===== src/rtl/vector_pkg.sv =====
// Shared definitions for the vector writeback path: default geometry, beat
// count, collector state encoding and the lane/vector slice types used by execute.
package vector_pkg;

  localparam int N     = 32;
  localparam int V     = 20;
  localparam int L     = 4;
  localparam int A     = 5;
  localparam int BEATS = V / L;
  localparam int IDX_W = (BEATS > 1) ? $clog2(BEATS) : 1;

  typedef enum logic [1:0] {IDLE, COLLECT, WRITE} state_t;

  typedef logic [N-1:0]   elem_t;
  typedef elem_t [L-1:0]  lane_slice_t;
  typedef elem_t [V-1:0]  vector_t;

endpackage


===== src/rtl/vector_writeback_collector.sv =====
// Reassembles in-order L-lane execute beats into a V-element vector and offers
// one register-file write per vector, stalling execute until it is taken.
module vector_writeback_collector #(
  parameter int  N     = vector_pkg::N,
  parameter int  V     = vector_pkg::V,
  parameter int  L     = vector_pkg::L,
  parameter int  A     = vector_pkg::A,
  localparam int NUM_BEATS = V / L,
  localparam int CNT_W = (NUM_BEATS > 1) ? $clog2(NUM_BEATS) : 1
) (
  input  logic                  clk,
  input  logic                  rst_n,
  input  logic                  beat_valid_i,
  output logic                  beat_ready_o,
  input  logic [CNT_W-1:0]      beat_idx_i,
  input  logic [L-1:0][N-1:0]   beat_data_i,
  input  logic [A-1:0]          dest_addr_i,
  input  logic                  reg_write_i,
  output logic                  wb_valid_o,
  input  logic                  wb_ready_i,
  output logic [A-1:0]          wb_addr_o,
  output logic                  wb_we_o,
  output logic [V-1:0][N-1:0]   wb_data_o,
  output logic                  busy_o,
  output logic                  seq_err_o
);

  import vector_pkg::*;

  generate
    if (V % L != 0) begin : g_bad_geometry
      $error("vector_writeback_collector: V must be a multiple of L");
    end
  endgenerate

  localparam logic [CNT_W-1:0] LAST_BEAT = CNT_W'(NUM_BEATS - 1);

  state_t             state;
  state_t             state_nxt;
  logic [CNT_W-1:0]   cnt;
  logic [V*N-1:0]     vec_buf;
  logic               accept;
  logic               in_seq;
  logic               take;

  assign accept = beat_valid_i && beat_ready_o;
  // cnt is held at zero in IDLE, so the expected index is cnt in both collecting states.
  assign in_seq = (state == IDLE) ? (beat_idx_i == '0) : (beat_idx_i == cnt);
  assign take   = accept && in_seq;

  assign wb_data_o = vec_buf;

  always_ff @(posedge clk or negedge rst_n) begin
    if (!rst_n) begin
      state <= IDLE;
    end else begin
      state <= state_nxt;
    end
  end

  always_comb begin
    state_nxt = state;
    case (state)
      IDLE:    if (take) state_nxt = (NUM_BEATS == 1) ? WRITE : COLLECT;
      COLLECT: if (take && (cnt == LAST_BEAT)) state_nxt = WRITE;
      WRITE:   if (wb_ready_i) state_nxt = IDLE;
      default: state_nxt = IDLE;
    endcase
  end

  // Moore outputs: nothing here looks at beat_valid_i or wb_ready_i.
  always_comb begin
    beat_ready_o = 1'b1;
    busy_o       = 1'b0;
    wb_valid_o   = 1'b0;
    case (state)
      IDLE:    ;
      COLLECT: busy_o = 1'b1;
      WRITE: begin
        beat_ready_o = 1'b0;
        busy_o       = 1'b1;
        wb_valid_o   = 1'b1;
      end
      default: ;
    endcase
  end

  always_ff @(posedge clk or negedge rst_n) begin
    if (!rst_n) begin
      cnt       <= '0;
      seq_err_o <= 1'b0;
      wb_addr_o <= '0;
      wb_we_o   <= 1'b0;
      vec_buf   <= '0;
    end else begin
      seq_err_o <= accept && !in_seq;
      if (take) begin
        vec_buf[int'(cnt)*L*N +: L*N] <= beat_data_i;
        cnt <= cnt + CNT_W'(1);
        if (state == IDLE) begin
          wb_addr_o <= dest_addr_i;
          wb_we_o   <= reg_write_i;
        end
      end else if ((state == WRITE) && wb_ready_i) begin
        cnt <= '0;
      end
    end
  end

endmodule


===== config.mk =====
export PLATFORM = sky130hd
export DESIGN_NAME = vector_writeback_collector
export DESIGN_NICKNAME = d
export VERILOG_FILES = /design/src/rtl/vector_pkg.sv /design/src/rtl/vector_writeback_collector.sv
export SDC_FILE = /design/constraint.sdc
export NUM_CORES = 1
export LEC_CHECK = 0
export ABC_AREA = 0
export CAP_MARGIN = 10
export CORE_AREA = 2 2 310 312
export DETAILED_ROUTE_END_ITERATION = 6
export DIE_AREA = 0 0 312 314
export SLEW_MARGIN = 30
export SYNTH_ARGS = -nofsm -noshare
export SYNTH_HDL_FRONTEND = slang
export SYNTH_SLANG_ARGS = --single-unit

===== constraint.sdc =====
create_clock -name clk -period 2.3 [get_ports clk]
set_clock_uncertainty 0.1 [all_clocks]
set_input_delay 0.23 -clock clk [delete_from_list [all_inputs] [get_ports clk]]
set_output_delay 0.23 -clock clk [all_outputs]
set_load 0.01 [all_outputs]

==> impl_results.md <==
* GRT Total Usage at approximately 18%
* DRC at 0
* WHS at ~0.13 ns
* Total power per unit cell area at 927.7 nW/um2
* Static Leak at approximately 18 nW
* Max Cap Violations at 0
* EDFF count, synth at 0
* Initial antenna violation count at 1
* Worst min path class: in -> reg
* Worst Setup End Kind: flip-flop
* Core area at roughly 94000 um2
* Post-Place Cell Area at 34920 um2
* Clock network fraction of design power at between 30% and 40%
* Congestion Overflow GR at 0
* Full die area at between 90000 and 100000 um2
* Max VDD drop at about 0.00067 V
* Library cells used by synthesis at 38
* Placed cells at between 3000 and 4000
* Seq cells post-synth at roughly 650
* Routability congestion estimate at 0.8584
* Final Hold Violating Endpoints at 0
* Violations in the final reports: setup timing
* Post-Synthesis Cell Area at about 25000 um2
* IO Port Bufs at between 700 and 800
* Vias at 17690
* # fillers at 8771
* Multi-input logic area at 7353 um2
* Clock slew at reported path FFs at around 0.06 ns
* Filler-free cell count of the finished design at between 3000 and 4000
* Int Pwr at around 26 mW
* Post-Syn Nets at between 1500 and 2000
* Design Power at around 35 mW
* Via density per instance at ~4.7
* Max-slew violations at 0
* Logic pwr share at 24.5%
* Syn-to-layout area delta at 53.30%
* Seq pwr share at between 40% and 50%
* Setup_tns at -70.33 ns
* RSZ-0062 raised after global routing: yes
* Chip width at 312 um
* Crit path max fanout at 18
* First-iteration detailed-routing DRC count at ~1100
* Final core occ at 39.97%
* DP Wirelength at around 65000 um
* Rel. slew slack at roughly two thirds
* Sequential Area at 16320 um2
* Switching share of power at a little over a quarter
* Initial core utilization at 26.07%
* Total Routed Length at slightly above 90000 um
* Critical Path AT at about 2.9 ns
* Finished layout cell area at 37750 um2
* # rows at about 110
* ANT nets after route at 0
* NumNets Final at roughly 2600
* Fin crit period at between 2 and 2.5 ns
* Htree depth at 3
* First-pass GRT wire length at 131800 um
* TritonCTS clock tree: built
* Top_reg_cell synth: dfrtp_1
* Reg2reg path depth at 10
* Ys async rst share at 100.0%
* Status: finished, violations left
* Avg Inst Size Synth at approximately 17 um2
* CTS max path bufs at 3
* IO Count at just under 800
* WP data required at roughly 2.7 ns
* Sink Count at around 650
* Post-Syn Instances at approximately 1500
* Worst slew pin tran at approximately 0.49 ns
* Final WS setup at -0.1768 ns
* Worst skew pair latency at between 0.6 and 0.7 ns
* Post-synthesis sequential area ratio at between 60% and 70%
* Share of layout cells above drive strength 1 at ~22%
* Root buffer cell: clkbuf_16
* Net Switching at around 9.5 mW
* Period Utilization, post-route at 107.7%
* Fmax at 403.7 MHz
* Number of global-route vias before repair at around 19000
* DR pass1 iterations at 7
* Setup WS pre-CTS at -0.5354 ns
* Synth warn at 0
* Avg WL per Cell at 24.45 um
* Die height at between 300 and 400 um
* TritonCTS buffer count at 75
* Setup CP Type: reg -> reg
* Largest net degree at the start of global routing at 63
* Endpoints failing setup at 618
* Worst setup SP type: flip-flop
* WHS Path Cells at 2
power groups by stage:
stage / clock, mW / combinational (mW) / sequential (mW)
2_1_floorplan: 0 / 2.35 / 15.1
5_1_grt: 13.0 / 9.03 / 14.4
3_5_place_dp: 0 / 8.58 / 14.4
6_report: 12.2 / 8.57 / 14.3
4_1_cts: 12.5 / 8.63 / 14.2
3_3_place_gp: 0 / 8.48 / 14.4
cells in the mapped netlist, types with 2 or more instances:
library cell	count	area, um2
o2bb2ai_1	2	17.52
o21ai_0	2	10.01
nand2_1	4	15.01
buf_2	40	200.2
clkbuf_1	2	7.510
mux2_2	122	1374
buf_6	64	720.7
nor3_4	2	32.53
buf_4	7	52.55
nor4_1	2	12.51
a21oi_1	2	10.01
mux2_4	120	1802
xor2_1	3	26.28
inv_1	8	30.03
mux2_1	20	225.2
a22o_1	384	3363
ha_1	12	150.1
nor2b_1	3	18.77
nor2_1	7	26.28
and3_1	2	12.51
nand4_1	5	31.28
o211ai_1	3	22.52
dfrtp_1	652	16320
registers in the layout, indices dropped and copies added, names as in the netlist:
signal / count
state: 2
wb_data_o: 640
cnt: 3
wb_we_o: 1
wb_addr_o: 5
seq_err_o: 1
cell families after synthesis:
kind of cell	Yosys count	share of synthesized area [%]
muxes	263	13.85
AOI/OAI and AO/OA	398	14.16
adders and majority gates	12	0.6097
DFF	652	66.25
and+or+nand+nor	34	0.9196
xor gates and xnor gates	3	0.1067
buffers and inverters	121	4.105
cell type report:
type | instances | share of cell area (%)
Tap cell | 1265 | 4.192
Antenna cell | 1 | 0.006628
Multi-Input combinational cell | 710 | 19.48
Clock inverter | 31 | 0.9114
Sequential cell | 652 | 43.22
Inverter | 8 | 0.07954
Timing Repair Buffer | 958 | 26.28
Clock buffer | 105 | 5.836
placed cells by master, fill, tap and decap left out, drive strengths merged, types with 3 or more instances in the layout:
master           n
a22o           384
buf            164
bufinv           5
clkbuf         109
clkdlybuf4s50  789
clkinv          22
clkinvlp         3
dfrtp          652
ha              12
inv              9
mux2           262
nand2            4
nand4            5
nor2             7
nor2b            3
nor3             3
nor4             3
o211ai           3
xor2             3
timing repair:
item | in CTS | in global routing
hold buffers | 2 | 0
pin swaps | 0 | 6
gates resized for setup | 9 | 13
endpoints found under the hold margin | 275 | 0
cloned | 0 | 6
buffers inserted | 1 | 4
setup endpoints to repair | 624 | 644
layer usage:
layer / vias to the layer above / wire length [um] / GRT usage [%]
met3: 156 / 6713 / 4.499
met1: 9247 / 36690 / 22.18
met4: 0 / 3485 / 7.856
li1: 7441 / - / -
met2: 848 / 44320 / 29.60
met5: - / 0 / 0
path summary, 6_finish.rpt:
path | startpoint | to | slack [ns]
max reg2reg | state[0] | wb_data_o[439] | -0.18
min reg2reg | wb_data_o[126] | wb_data_o[126] | 0.39
max in group asynchronous | rst_n | wb_data_o[270] | 1.25
max | state[0] | wb_data_o[439] | -0.18
min | dest_addr_i[0] | wb_addr_o[0] | 0.13
min in group asynchronous | rst_n | wb_data_o[249] | 0.19
worst max-delay path, cell delays in order, from the launching register on:
cell and delay [ns]:
dfrtp_1 0.39, inv_2 0.10, ha_4 0.14, or4b_4 0.48, o41ai_4 0.08, buf_4 0.21
nand4_1 0.10, buf_6 0.18, buf_12 0.16, buf_12 0.16, a22o_1 0.23
No activity file was read; power rests on OpenSTA's default activity.
